File: src/rtl/audio_pkg.sv
// Shared types and constants for the audio playback path.
// Fetch FSM states, widths and the default flash sample region.
package audio_pkg;

    localparam int FLASH_ADDR_W = 23;
    localparam int SAMPLE_W     = 16;
    localparam int WORD_W       = 32;

    localparam logic [FLASH_ADDR_W-1:0] DEF_START_ADDR = 23'h000000;
    localparam logic [FLASH_ADDR_W-1:0] DEF_LAST_ADDR  = 23'h07FFFF;

    typedef enum logic [1:0] {
        IDLE,
        READ_REQ,
        WAIT_DATA,
        EMIT
    } fetch_state_t;

    // Upper or lower sample of a flash word.
    function automatic logic [SAMPLE_W-1:0] pick_half(
        input logic [WORD_W-1:0] w,
        input logic              hi
    );
        return hi ? w[WORD_W-1:SAMPLE_W] : w[SAMPLE_W-1:0];
    endfunction

endpackage

File: src/rtl/flash_addr_stepper.sv
// Flash word-address register for the sample region.
// Steps +/-1 with wrap inside the region; restart load has priority.
module flash_addr_stepper
    import audio_pkg::*;
#(
    parameter int                 ADDR_W     = FLASH_ADDR_W,
    parameter logic [ADDR_W-1:0] START_ADDR = DEF_START_ADDR,
    parameter logic [ADDR_W-1:0] LAST_ADDR  = DEF_LAST_ADDR
) (
    input  logic              clock50,
    input  logic              rstn,
    input  logic              load,
    input  logic              load_fwd,
    input  logic              step,
    input  logic              step_fwd,
    output logic [ADDR_W-1:0] addr
);

    logic [ADDR_W-1:0] addr_nx;

    // Neighbour address, wrapping at the region ends.
    always_comb begin
        addr_nx = addr;
        if (step_fwd) begin
            addr_nx = (addr == LAST_ADDR) ? START_ADDR
                                          : addr + ADDR_W'(1);
        end else begin
            addr_nx = (addr == START_ADDR) ? LAST_ADDR
                                           : addr - ADDR_W'(1);
        end
    end

    // Address register: restart load, else step.
    always_ff @(posedge clock50) begin
        if (!rstn) begin
            addr <= START_ADDR;
        end else if (load) begin
            addr <= load_fwd ? START_ADDR : LAST_ADDR;
        end else if (step) begin
            addr <= addr_nx;
        end
    end

endmodule

File: src/rtl/flash_sample_fetch.sv
// Reads 32-bit flash words and plays them out as 16-bit samples.
// One sample per tick, forward/reverse, pause and restart.
module flash_sample_fetch
    import audio_pkg::*;
#(
    parameter int                 ADDR_W     = FLASH_ADDR_W,
    parameter logic [ADDR_W-1:0] START_ADDR = DEF_START_ADDR,
    parameter logic [ADDR_W-1:0] LAST_ADDR  = DEF_LAST_ADDR
) (
    input  logic                clock50,
    input  logic                rstn,
    input  logic                sample_req,
    input  logic                play_en,
    input  logic                dir_fwd,
    input  logic                restart,
    output logic                flash_mem_read,
    output logic [ADDR_W-1:0]   flash_mem_address,
    output logic [3:0]          flash_mem_byteenable,
    input  logic                flash_mem_waitrequest,
    input  logic [WORD_W-1:0]   flash_mem_readdata,
    input  logic                flash_mem_readdatavalid,
    output logic [SAMPLE_W-1:0] sample_out,
    output logic                sample_valid,
    output logic                busy,
    output logic                overrun
);

    fetch_state_t state;
    fetch_state_t state_nx;

    logic [WORD_W-1:0] word_buf;
    logic              buf_valid;
    logic              half_ptr;
    logic              word_fwd;
    logic              pre_emit;
    logic              rst_pend;
    logic              rst_fwd;

    logic req_ok;
    logic in_flight;
    logic cap;
    logic discard;
    logic step;
    logic load;
    logic load_fwd;

    assign req_ok    = sample_req & play_en;
    assign in_flight = (state == READ_REQ) || (state == WAIT_DATA);

    assign busy                 = in_flight;
    assign flash_mem_read       = (state == READ_REQ);
    assign flash_mem_byteenable = 4'hF;

    flash_addr_stepper #(
        .ADDR_W    (ADDR_W),
        .START_ADDR(START_ADDR),
        .LAST_ADDR (LAST_ADDR)
    ) u_addr (
        .clock50 (clock50),
        .rstn    (rstn),
        .load    (load),
        .load_fwd(load_fwd),
        .step    (step),
        .step_fwd(word_fwd),
        .addr    (flash_mem_address)
    );

    // Next state plus capture/discard/address-step decisions.
    always_comb begin
        state_nx = state;
        cap      = 1'b0;
        discard  = 1'b0;
        step     = 1'b0;
        load     = 1'b0;
        load_fwd = dir_fwd;
        unique case (state)
            IDLE: begin
                if (restart) begin
                    load = 1'b1;
                end else if (req_ok) begin
                    state_nx = buf_valid ? EMIT : READ_REQ;
                end
            end
            READ_REQ: begin
                if (!flash_mem_waitrequest) begin
                    state_nx = WAIT_DATA;
                end
            end
            WAIT_DATA: begin
                if (flash_mem_readdatavalid) begin
                    if (rst_pend || restart) begin
                        discard  = 1'b1;
                        load     = 1'b1;
                        load_fwd = restart ? dir_fwd : rst_fwd;
                        state_nx = IDLE;
                    end else begin
                        cap      = 1'b1;
                        state_nx = EMIT;
                    end
                end
            end
            EMIT: begin
                state_nx = IDLE;
                if (restart) begin
                    load = 1'b1;
                end else if (half_ptr) begin
                    step = 1'b1;
                end
            end
            default: state_nx = IDLE;
        endcase
    end

    // State register.
    always_ff @(posedge clock50) begin
        if (!rstn) begin
            state <= IDLE;
        end else begin
            state <= state_nx;
        end
    end

    // Remember a restart seen mid-transaction and its direction.
    always_ff @(posedge clock50) begin
        if (!rstn) begin
            rst_pend <= 1'b0;
            rst_fwd  <= 1'b1;
        end else if (discard) begin
            rst_pend <= 1'b0;
        end else if (in_flight && restart) begin
            rst_pend <= 1'b1;
            rst_fwd  <= dir_fwd;
        end
    end

    // Word buffer, half pointer and sample outputs.
    // A fresh word's first half goes out straight from readdata.
    always_ff @(posedge clock50) begin
        if (!rstn) begin
            word_buf     <= '0;
            buf_valid    <= 1'b0;
            half_ptr     <= 1'b0;
            word_fwd     <= 1'b1;
            pre_emit     <= 1'b0;
            sample_out   <= '0;
            sample_valid <= 1'b0;
            overrun      <= 1'b0;
        end else begin
            sample_valid <= 1'b0;
            overrun      <= req_ok && ((state != IDLE) || restart);
            if (cap) begin
                word_buf     <= flash_mem_readdata;
                buf_valid    <= 1'b1;
                half_ptr     <= 1'b0;
                word_fwd     <= dir_fwd;
                pre_emit     <= 1'b1;
                sample_out   <= pick_half(flash_mem_readdata, ~dir_fwd);
                sample_valid <= 1'b1;
            end
            if (state == EMIT) begin
                if (!pre_emit) begin
                    sample_out   <= pick_half(word_buf,
                                              word_fwd ? half_ptr : ~half_ptr);
                    sample_valid <= 1'b1;
                end
                pre_emit <= 1'b0;
                half_ptr <= ~half_ptr;
                if (half_ptr) begin
                    buf_valid <= 1'b0;
                end
            end
            if (load) begin
                buf_valid <= 1'b0;
                half_ptr  <= 1'b0;
            end
        end
    end

endmodule

File: config.mk
export PLATFORM = sky130hd
export DESIGN_NAME = flash_sample_fetch
export DESIGN_NICKNAME = d
export VERILOG_FILES = /design/src/rtl/audio_pkg.sv /design/src/rtl/flash_addr_stepper.sv /design/src/rtl/flash_sample_fetch.sv
export SDC_FILE = /design/constraint.sdc
export NUM_CORES = 1
export LEC_CHECK = 0
export ABC_AREA = 1
export BUFFER_PORTS_ARGS = -buffer_cell sky130_fd_sc_hd__buf_2
export CAP_MARGIN = 0
export CORE_UTILIZATION = 25
export CTS_CLUSTER_DIAMETER = 120
export DETAILED_ROUTE_END_ITERATION = 12
export GPL_TIMING_DRIVEN = 1
export SETUP_SLACK_MARGIN = 0.5
export SYNTH_ARGS = -nofsm -noshare
export SYNTH_HDL_FRONTEND = slang
export SYNTH_SLANG_ARGS = --single-unit
File: constraint.sdc
create_clock -name clock50 -period 2.6 [get_ports clock50]
set_clock_uncertainty 0.1 [all_clocks]
set_input_delay 0.26 -clock clock50 [delete_from_list [all_inputs] [get_ports clock50]]
set_output_delay 0.26 -clock clock50 [all_outputs]
set_load 0.005 [all_outputs]
[Word-level counts from Yosys, hierarchy flattened]
Index checks and enable logic that the tools add are counted.
Word-level totals
  flip-flop bits (word level): 81
  output and inout bits: 47
  input bits: 40
  logic and storage cells: 84
Cells by class
  bitwise logic cells: 4
  reductions and logical operators: 16
  equal/unequal tests: 8
  mux-type cells: 42
  $add $sub $neg: 2
Operators by type and width (number)
  $mux 23: 5
  $mux 16: 5
  $add 23x1->23 const B: 1
  $eq 23x19->1 const B: 1
  $logic_not 23->1: 1
  $mux 1: 23
  $sub 23x1->23 const B: 1
  $mux 19: 1
  $mux 2: 6
  $ne 2x2->1 const B: 4
  $pmux 2 s4: 1
  $reduce_or 2->1: 4
  $reduce_bool 2->1: 3
  $eq 2x2->1 const B: 2
  $reduce_and 4->1: 1
  $logic_or 1x1->1: 3
  $not 1->1: 3
  $eq 2x1->1 const B: 1
  $logic_and 1x1->1: 2
  $logic_not 2->1: 1
  $pmux 1 s2: 1
  $reduce_and 2->1: 1
  $and 1x1->1: 1

[Logic depth before layout (Yosys ltp)]
Gate-level depths: netlist of run 1.
  depth after elaboration: 7
  depth in mapped cells: 12
  gate-level depth less buffers: 12

[Cells and area by module]
A second synthesis of run 1 with hierarchy kept.
Second synthesis, totals
  cell total of the unflattened synthesis: 908
  area, all modules: 5479.0 sq um
By module, submodules not included
  flash_sample_fetch: seq. area each 1161.1 sq um, area each 2859.0 sq um, times used 1, cells each 434
  flash_addr_stepper: seq. area each 460.4 sq um, area each 2620.0 sq um, times used 1, cells each 474

[Least setup slack after synthesis of run 1]
No wires, ideal clock.
  kind: reg2reg
  from: reg state[0]
  to: reg u_addr.addr[18]
  buffers on the path: 1
  clock period less this slack: 2.076 ns
  setup slack: 0.524 ns
  stages on the path, launching flop included: 11
  data required time: 2.381 ns
  setup time: 0.119 ns
  arrival time: 1.857 ns
  cell sequence: dfxtp_1 -> inv_1 -> ha_1 -> or2_1 -> a21oi_4 -> inv_2 -> nand2_2 -> inv_2 -> a31oi_4 -> buf_6 -> a21oi_1
On the way
  cells in the longest elaborated chain, start to end: 4
  elaborated cells on any way between the ends: 10
  those cells by class: eq/ne: 2; mux: 5; reduce/logical: 3
Ends and longest elaborated chain
  from (decl): RTL line flash_sample_fetch.sv:28  | fetch_state_t state;
  from (signal assigned): RTL line flash_sample_fetch.sv:119  | state <= state_nx;
  $eq 2x2->1 or $logic_not 2->1 (tied branches): RTL line flash_sample_fetch.sv:76  | unique case (state)
  $reduce_or 2->1 (no line) or $mux 1 (tied branches)
  $pmux 1 s2 or $mux 19 (tied branches): RTL line flash_sample_fetch.sv:76, flash_addr_stepper.sv:38
  $mux 23 or $reduce_bool 2->1 (tied branches)
  to (signal assigned): RTL line flash_addr_stepper.sv:38  | addr <= load_fwd ? START_ADDR : LAST_ADDR;
  to (signal assigned): RTL line flash_addr_stepper.sv:40  | addr <= addr_nx;
  to (decl): RTL line flash_addr_stepper.sv:16  | output logic [ADDR_W-1:0] addr
Parallel ways exist; a longest one is shown, timed or not.
A chain may end at the register's enable or synchronous reset.

[Worst setup path after layout of run 1]
  from: reg state[0]
  to: reg u_addr.addr[13]
Same word-level chain as after synthesis.

==> impl_metrics.tcl, run 1 <==
set metrics [dict create \
    finalMaxSlewViolations 0 \
    initial_core_util 0.2554 \
    die_h_um 143.0 \
    worst_slack_ns 0.5938 \
    drt_iter0_markers 367 \
    clkPwrFrac 0.220 \
    dpl_worst_slack_ns 0.4062 \
    die_area_sq_um 20450 \
    detail_route.first_pass.iterations 5 \
    critPathRequiredTime_ns 2.75 \
    critPathKind "reg2reg" \
    cp_num_cells 10 \
    tightest_slew_ns 0.7161 \
    min_period_ns 2.006 \
    stdcell_area_sq_um 6061 \
    cpPeakStageDelay_ns 0.35 \
    drc 0 \
    status "completed" \
    avgViaCountPerCell 4.815 \
    end_kind "register" \
    peakVddDrop_mv 0.4211 \
    power.internal_mw 3.556 \
    wire_per_inst_um 13.89 \
    synthCells 800 \
    path_clk_slew_ns 0.07 \
    grt_remaining_overflow 0 \
    gp_congestion 0.9334 \
    synth_top_cell_by_area "dfxtp_1" \
    grtUsageTotal 0.1588 \
    die_x_um 143.0 \
    layout_common_cells "215 x nand2_1, 95 x nor2_1, 85 x a21oi_1" \
    hold_violations 0 \
    drive_gt1_frac 0.1734 \
    layout_commonest_cell "nand2_1" \
    grt_first_pass_wirelength_um 25440 \
    hp-class "in2reg" \
    crit_arrival_ns 2.16 \
    worst_hold_path.num_cells 3 \
    grt_pass1_vias 5045 \
    period_share 0.7716 \
    worstSkewPairLatency_ns 0.36 \
    r2r.worst_path.cells 10 \
    drt-total-wl_um 15780 \
    cpMaxStageDelayCell "dfxtp_2" \
    rsz0062_at_grt "true" \
    synth.ff_latch_count 81 \
    fill_cells 2169 \
    ys_seq_area_frac 0.3263 \
    antenna_left 0 \
    antenna_found_initial 0 \
    clk_path_buf_depth 2 \
    switching_share 0.4670 \
    core-area_sq_um 19460 \
    cts_max_level 3 \
    hold_buffers 0 \
    p_seq_frac 0.293 \
    vias 5470 \
    ioPinCount 87 \
    io_buffers 82 \
    avgSynthCellArea_sq_um 6.212 \
    crit_top_cell "inv_2" \
    rows 51 \
    clock_sinks 81 \
    insertedDiodeCount 0 \
    hpwl_um 11170 \
    area.growth.synth_to_final_pct 21.95 \
    numCtsBuffers 9 \
    combPwrFrac 0.487 \
    max_freq_mhz 498.4 \
    p_leak_nw 2.689 \
    finalNetCount 914 \
    worstSetupStartpointType "register" \
    setup_tns_ns 0 \
    synthTopCellsByArea "dfxtp_1 33%, nand2_1 16%, a21oi_1 8.6%" \
    dpl_cell_area_sq_um 5617 \
    cts_tree "done" \
    grt_max_degree 44 \
    yosysUniqueCellTypes 34 \
    worstPathMaxFanout 19 \
    yosysWarnings 0 \
    crit_buf_inv 4 \
    path_cells "inv_1, ha_1, or2_1, a21oi_4, inv_2, nand2_2, inv_2, a31oi_4, buf_12, a21oi_1" \
    synth_top_area_share 0.3263 \
    switchingPower_mw 3.115 \
    power_density_nw_per_um2 1101 \
    crit_family "compound AO/OA/AOI/OAI gates" \
    setup-violations-final 0 \
    maxCapViolCount 0 \
    synth.cell_area_sq_um 4970 \
    relSlewSlack 0.5226 \
    cts_root_buffer "clkbuf_16" \
]
[layer usage]
metal  track usage  routed length (um)  up-vias
li1              -                   -     2776
met1        0.2018                7284     2507
met2        0.2693                7414      168
met3       0.03052                 860       19
met4       0.04867                 215        0
met5             0                   0        -
[synthesized netlist by cell type (all sizes together)]
library cell  number
buf               13
o21bai             7
or2                1
o22ai              1
nand2            219
o21ai             80
clkinv             2
inv               54
xnor2              2
o31ai              1
and2               2
dfxtp             81
o311ai             1
nor3               2
a211oi            11
clkbuf            34
nand3b             2
nand3             50
nor2             106
a21oi             86
o211ai             7
a31oi              1
nand4             17
conb               1
xor2              11
ha                 8
[sequential cells by signal, indices dropped and copies added, names as in the netlist, 2 cells and up]
| name | flops |
|---|---|
| word_buf | 32 |
| sample_out | 16 |
| u_addr.addr | 23 |
| state | 2 |
[cells by family (layout without fill, tap and decap cells)]
| logic type | after synthesis | count (layout) | synth area share |
|---|---|---|---|
| and+or+nand+nor | 399 | 399 | 0.3285 |
| AOI/OAI and AO/OA | 195 | 195 | 0.2160 |
| buffers and inverters | 103 | 171 | 0.08535 |
| DFF | 81 | 81 | 0.3263 |
| xor gates and xnor gates | 13 | 13 | 0.02291 |
| adders and majority gates | 8 | 8 | 0.02014 |
| other | 1 | 4 | 0.0007546 |
[worst min-delay path: cells and delay by family]
| family | cells | cell delay [ns] |
|---|---|---|
| AND/OR/NAND/NOR | 2 | 0.12 |
| buffers and inverters | 1 | 0.09 |
[final timing paths]
| check | startpoint | end | slack, ns |
|---|---|---|---|
| max reg2reg | state[0] | u_addr.addr[13] | 0.59 |
| min reg2reg | word_buf[28] | word_buf[28] | 0.36 |
| max | state[0] | u_addr.addr[13] | 0.59 |
| min | flash_mem_readdata[3] | word_buf[3] | 0.05 |
[power groups by stage]
stage	clock, mW	sequential [mW]	combinational (mW)
after floorplan	0	1.72	2.40
after global placement	0	1.95	3.06
after detailed placement	0	1.94	3.09
after CTS	1.49	1.92	3.13
after global routing	1.54	2.01	3.69
final	1.47	1.96	3.25
[final cells by class]
type | instances | area (sq um) | share of cell area
Clock buffer | 10 | 239.0 | 0.03943
Timing Repair Buffer | 99 | 550.5 | 0.09083
Clock inverter | 6 | 97.59 | 0.01610
Sequential cell | 81 | 1638 | 0.2702
Tap cell | 265 | 331.6 | 0.05471
Inverter | 56 | 214.0 | 0.03530
Multi-Input combinational cell | 619 | 2990 | 0.4934
[through the flow]
stage          total power [mW]  utilization  std cells  hold slack, ns
4_1_cts                   6.550       0.3067       1133         0.03490
2_1_floorplan             4.115            -        803          0.2949
3_5_place_dp              5.035       0.2886       1117          0.3494
5_1_grt                   7.247       0.3114       1136         0.05222
6_report                  6.671       0.3114       1136         0.04507
3_3_place_gp              5.008       0.2886       1117          0.3463
[repair_timing]
item	4_1_cts	5_1_grt
resized for setup	5	26
endpoints found under the setup margin	20	39
setup buffers	0	3
pin swaps	1	1
(Power assumes the default switching activity.)
==> run 2: changes to the inputs <==
==> constraint.sdc (replaced) <==
create_clock -name clock50 -period 1.92 [get_ports clock50]
set_clock_uncertainty 0.1 [all_clocks]
set_input_delay 0.192 -clock clock50 [delete_from_list [all_inputs] [get_ports clock50]]
set_output_delay 0.192 -clock clock50 [all_outputs]
set_load 0.005 [all_outputs]
==> impl_metrics.tcl, run 2 (synthesis results as in run 1) <==
set metrics [dict create \
    multi_input_area_sq_um 3840 \
    clock_sinks 81 \
    initial_core_util 0.2554 \
    antenna_found_initial 0 \
    maxCapViolCount 0 \
    vias 5948 \
    peakVddDrop_mv 0.5476 \
    grt_first_pass_wirelength_um 27570 \
    r2r_slack_ns 0.02 \
    tightest_slew_ns 0.9076 \
    drc 0 \
    antenna_left 0 \
    worstSetupStartpointType "register" \
    gp_congestion 0.9377 \
    hold_slack_ns 0.01127 \
    detail_route.first_pass.iterations 5 \
    instances_no_fill 1225 \
    dpl_worst_slack_ns -0.004898 \
    worstSkewPairLatency_ns 0.36 \
    drt-total-wl_um 18490 \
    grt_remaining_overflow 0 \
    cpPeakStageDelay_ns 0.35 \
    combPwrFrac 0.601 \
    core-area_sq_um 19460 \
    grt_pass1_vias 5448 \
    grtUsageTotal 0.1735 \
    finalMaxSlewViolations 0 \
    drt_iter0_markers 340 \
    layout_commonest_cell "nand2_1" \
    cts_max_level 3 \
    power_density_nw_per_um2 1362 \
    drive_gt1_frac 0.4000 \
    power.internal_mw 5.771 \
    p_leak_nw 3.370 \
    max_freq_mhz 525.9 \
    avgViaCountPerCell 4.856 \
    wire_per_inst_um 15.09 \
    top_regs "word_buf x32, u_addr.addr x23, sample_out x16" \
    hold_violations 0 \
    insertedDiodeCount 0 \
    crit_buf_inv 5 \
    period_share 0.9903 \
    setup-violations-final 0 \
    timing.rr.start "state[0]" \
    end_kind "register" \
    crit_top_cell "inv_4" \
    hp-class "in2reg" \
    worstPathMaxFanout 4 \
    switchingPower_mw 5.021 \
    numCtsBuffers 9 \
    crit_path_start "state[0]" \
    crit_family "buffers and inverters" \
    layout_common_cells "172 x nand2_1, 80 x buf_2, 73 x nor2_1" \
    crit_arrival_ns 2.05 \
    regMostFlops "word_buf" \
    critPathKind "reg2reg" \
    seq_area_sq_um 1644 \
    hpwl_um 11540 \
    cpMaxStageDelayCell "dfxtp_2" \
    min_period_ns 1.901 \
    finalNetCount 1003 \
    clk_path_buf_depth 2 \
    dpl.cell_count 1148 \
    fill_cells 1964 \
    clkPwrFrac 0.161 \
    rsz0062_at_grt "true" \
    worst_slack_ns 0.01864 \
    rows 51 \
    area.growth.synth_to_final_pct 59.49 \
    cts_root_buffer "clkbuf_16" \
    hold_path_startpoint "flash_mem_readdata[16]" \
    die_h_um 143.0 \
    path_clk_slew_ns 0.07 \
    p_seq_frac 0.238 \
    largest_reg_flops 32 \
    ioPinCount 87 \
    cts_tree "done" \
    status "completed" \
    critPathRequiredTime_ns 2.07 \
    path_cells "inv_4, ha_4, or2_4, a21oi_4, inv_2, nand2_4, inv_4, a31oi_4, buf_6, clkbuf_16, a21oi_1" \
    die_x_um 143.0 \
    switching_share 0.4652 \
    relSlewSlack 0.3941 \
    die_area_sq_um 20450 \
    grt_max_degree 38 \
    io_buffers 82 \
]
[run 2: timing repair]
action | 4_1_cts | 5_1_grt
endpoints found under the setup margin | 82 | 83
hold buffers | 18 | 0
pin swaps | 6 | 65
resized for setup | 61 | 255
buffers inserted | 16 | 17
cloned | 6 | 4
hold endpoints to repair | 18 | 0
[run 2: area by class of cell]
class,count,share of cell area
Sequential cell,81,0.2074
Clock inverter,6,0.006314
Multi-Input combinational cell,619,0.4845
Clock buffer,10,0.03015
Timing Repair inverter,3,0.006630
Inverter,56,0.02999
Tap cell,265,0.04183
Timing Repair Buffer,185,0.1932
[run 2: worst paths after layout]
kind                                       end  cells after the start
worst max-delay path            u_addr.addr[4]                     11
worst min register to register    word_buf[24]                      2
worst max register to register  u_addr.addr[4]                     11
worst min-delay path              word_buf[16]                      3
[run 2: worst reg2reg max path, cell delays in order (launching register included)]
cell	delay, ns
dfxtp_2	0.35
inv_4	0.05
ha_4	0.23
or2_4	0.23
a21oi_4	0.14
inv_2	0.07
nand2_4	0.07
inv_4	0.04
a31oi_4	0.16
buf_6	0.16
clkbuf_16	0.14
a21oi_1	0.05
[run 2: power groups by stage]
stage | registers, mW | clock network [mW] | logic (mW)
after global routing | 2.61 | 1.85 | 7.12
after detailed placement | 2.51 | 0 | 4.93
final | 2.57 | 1.74 | 6.48
after global placement | 2.51 | 0 | 4.89
after CTS | 2.49 | 1.78 | 5.69
after floorplan | 2.35 | 0 | 3.52
[run 2: routing by layer]
metal / part of all wire / vias to the layer above / track usage
li1: - / 2956 / -
met1: 0.45 / 2795 / 0.2226
met2: 0.50 / 173 / 0.2945
met3: 0.045 / 24 / 0.02783
met4: 0.012 / 0 / 0.05603
met5: 0 / - / 0
[run 2: metrics by stage]
step,total power [mW],utilization,instance area (sq um),TNS [ns]
global placement,7.395,0.3082,5998,0
detailed placement,7.436,0.3082,5998,-0.004898
finish,10.79,0.4073,7926,0
global route,11.58,0.4073,7926,-0.5739
CTS,9.964,0.3550,6909,0
floorplan,5.872,-,5146,0
==> run 3: changes to the inputs <==
--- a/config.mk
+++ b/config.mk
@@ -5,12 +5,12 @@
 export SDC_FILE = /design/constraint.sdc
 export NUM_CORES = 1
 export LEC_CHECK = 0
-export ABC_AREA = 1
 export BUFFER_PORTS_ARGS = -buffer_cell sky130_fd_sc_hd__buf_2
 export CAP_MARGIN = 0
 export CORE_UTILIZATION = 25
 export CTS_CLUSTER_DIAMETER = 120
 export DETAILED_ROUTE_END_ITERATION = 12
+export GPL_ROUTABILITY_DRIVEN = 0
 export GPL_TIMING_DRIVEN = 1
 export SETUP_SLACK_MARGIN = 0.5
 export SYNTH_ARGS = -nofsm -noshare
==> impl_metrics.tcl, run 3 <==
set metrics [dict create \
    worst_slack_ns -0.05497 \
    drive_gt1_frac 0.5121 \
    cts_root_buffer "clkbuf_16" \
    avgViaCountPerCell 4.976 \
    end_kind "register" \
    layout_common_cells "105 x buf_4, 86 x nand2_1, 79 x buf_2" \
    clk_path_buf_depth 2 \
    synthCells 617 \
    avgSynthCellArea_sq_um 8.091 \
    synth.ff_latch_count 81 \
    p_leak_nw 3.722 \
    drc 0 \
    setup-violations-final 11 \
    crit_arrival_ns 2.15 \
    min_period_ns 1.975 \
    hold_slack_ns 0.01445 \
    postLayoutCoreUtil 0.4444 \
    cpPeakStageDelay_ns 0.37 \
    dpl_worst_slack_ns -0.1244 \
    violations "negative setup slack" \
    grt_pass1_vias 5456 \
    yosysWarnings 0 \
    synth.cell_area_sq_um 4992 \
    synth_edf_count 0 \
    drt_iter0_markers 446 \
    rsz0062_at_grt "true" \
    top_regs "word_buf x32, u_addr.addr x23, sample_out x16" \
    core-area_sq_um 19530 \
    die_h_um 143.3 \
    crit_family "simple AND/OR/NAND/NOR gates" \
    period_share 1.029 \
    insertedDiodeCount 0 \
    tightest_slew_ns 0.5204 \
    detail_route.first_pass.iterations 5 \
    max_freq_mhz 506.3 \
    finalMaxSlewViolations 0 \
    crit_buf_inv 3 \
    relSlewSlack 0.6531 \
    synthArstFlopShare 0 \
    cts_max_level 3 \
    die_x_um 143.3 \
    worstSkewPairLatency_ns 0.35 \
    clock_sinks 81 \
    critPathKind "reg2reg" \
    grt_max_degree 56 \
    grt_remaining_overflow 0 \
    hp-class "in2reg" \
    grtUsageTotal 0.1841 \
    setup_tns_ns -0.3030 \
    area.growth.synth_to_final_pct 73.83 \
    vias 5623 \
    largest_reg_flops 32 \
    critPathRequiredTime_ns 2.10 \
    synthTopCellsByArea "dfxtp_1 32%, nand2_1 9.8%, mux2i_1 7.4%" \
    power_mw 5.958 \
    antenna_left 0 \
    drt-total-wl_um 19570 \
    die_area_sq_um 20540 \
    hpwl_um 11880 \
    synth.most_common_cell "nand2_1" \
    worstPathMaxFanout 5 \
    numCtsBuffers 9 \
    peakVddDrop_mv 0.3359 \
    synth_common_cells "131 x nand2_1, 81 x dfxtp_1, 37 x mux2i_1" \
    wire_per_inst_um 17.32 \
    ys_seq_area_frac 0.3248 \
    initial_core_util 0.2557 \
    maxCapViolCount 0 \
    path_clk_slew_ns 0.07 \
    power_density_nw_per_um2 686.5 \
    synth_top_area_share 0.3248 \
    rows 51 \
    hold_violations 0 \
    status "finished, violations left" \
    io_buffers 82 \
    grt_first_pass_wirelength_um 29210 \
    path_cells "buf_6, nor4_4, nand3_2, buf_6, or3_4, buf_4, o21ai_2, nand2_1, nand3_2" \
    finalNetCount 908 \
    cpMaxStageDelayCell "or3_4" \
    ioPinCount 87 \
    worstSetupStartpointType "register" \
    antenna_found_initial 1 \
    cts_tree "done" \
    layout_commonest_cell "buf_4" \
    regMostFlops "word_buf" \
    synthFlopType "dfxtp_1" \
    synth_top_cell_by_area "dfxtp_1" \
    yosysUniqueCellTypes 71 \
]
-- run 3: cell types whose count changed after synthesis, sizes merged, moves of 35 or more --
cell | before | now
mux2i | 0 | 37
nor2 | 106 | 25
inv | 54 | 12
o21ai | 80 | 26
a21oi | 86 | 20
nand2 | 219 | 134
a21boi | 0 | 35
-- run 3: routing by layer --
metal  vias to the layer above  track usage  wire length, um
li1                       2704            -                -
met1                      2689       0.2394             8602
met2                       175       0.2901             9182
met3                        53      0.03132             1018
met4                         2      0.09910              748
met5                         -            0               16
-- run 3: final cells by class --
class                           instances  area [sq um]
Clock buffer                            9         225.2
Tap cell                              265         331.6
Multi-Input combinational cell        475          3859
Fill cell                            1866         10850
Inverter                               12         50.05
Clock inverter                          7         107.6
Timing Repair Buffer                  281          2441
Sequential cell                        81          1664
-- run 3: final timing paths --
| path | from | end | slack (ns) | depth (start not counted) |
|---|---|---|---|---|
| hold / removal | flash_mem_readdata[18] | word_buf[18] | 0.01 | 3 |
| setup / recovery | u_addr.addr[16] | u_addr.addr[4] | -0.05 | 9 |
| hold reg to reg | word_buf[4] | word_buf[4] | 0.35 | 2 |
| setup reg to reg | u_addr.addr[16] | u_addr.addr[4] | -0.05 | 9 |
-- run 3: cell families (layout without fill, tap and decap cells) --
family,after synthesis,in the layout,share of synthesized area
buffers and inverters,64,309,0.06291
AO/OA/AOI/OAI,145,145,0.2090
flip-flops,81,81,0.3248
adder cells (fa/ha/maj),8,8,0.02005
AND/OR/NAND/NOR,264,264,0.2784
multiplexers,37,37,0.07419
XOR/XNOR,17,17,0.02982
other,1,4,0.0007512
-- run 3: power breakdown --
group	total, mW	internal [mW]	switching, mW
Clock	1.98	1.17	0.814
Combinational	2.10	1.09	1.01
Sequential	1.88	1.77	0.109
-- run 3: timing repair --
action	CTS	global route
gates cloned	8	2
resized for setup	141	86
setup endpoints to repair	83	84
hold endpoints to repair	30	1
hold buffers	31	1
buffers inserted	28	17
pin swaps	42	53
-- run 3: worst min-delay path: stages --
cell and delay, ns:
buf_2 0.12, nand2_4 0.06, a21boi_2 0.04
-- run 3: stage by stage --
step	instance area, sq um	std cells
after floorplan	5325	620
after global placement	6560	1027
after detailed placement	6560	1027
after CTS	8133	1110
after global routing	8678	1130
final	8678	1130
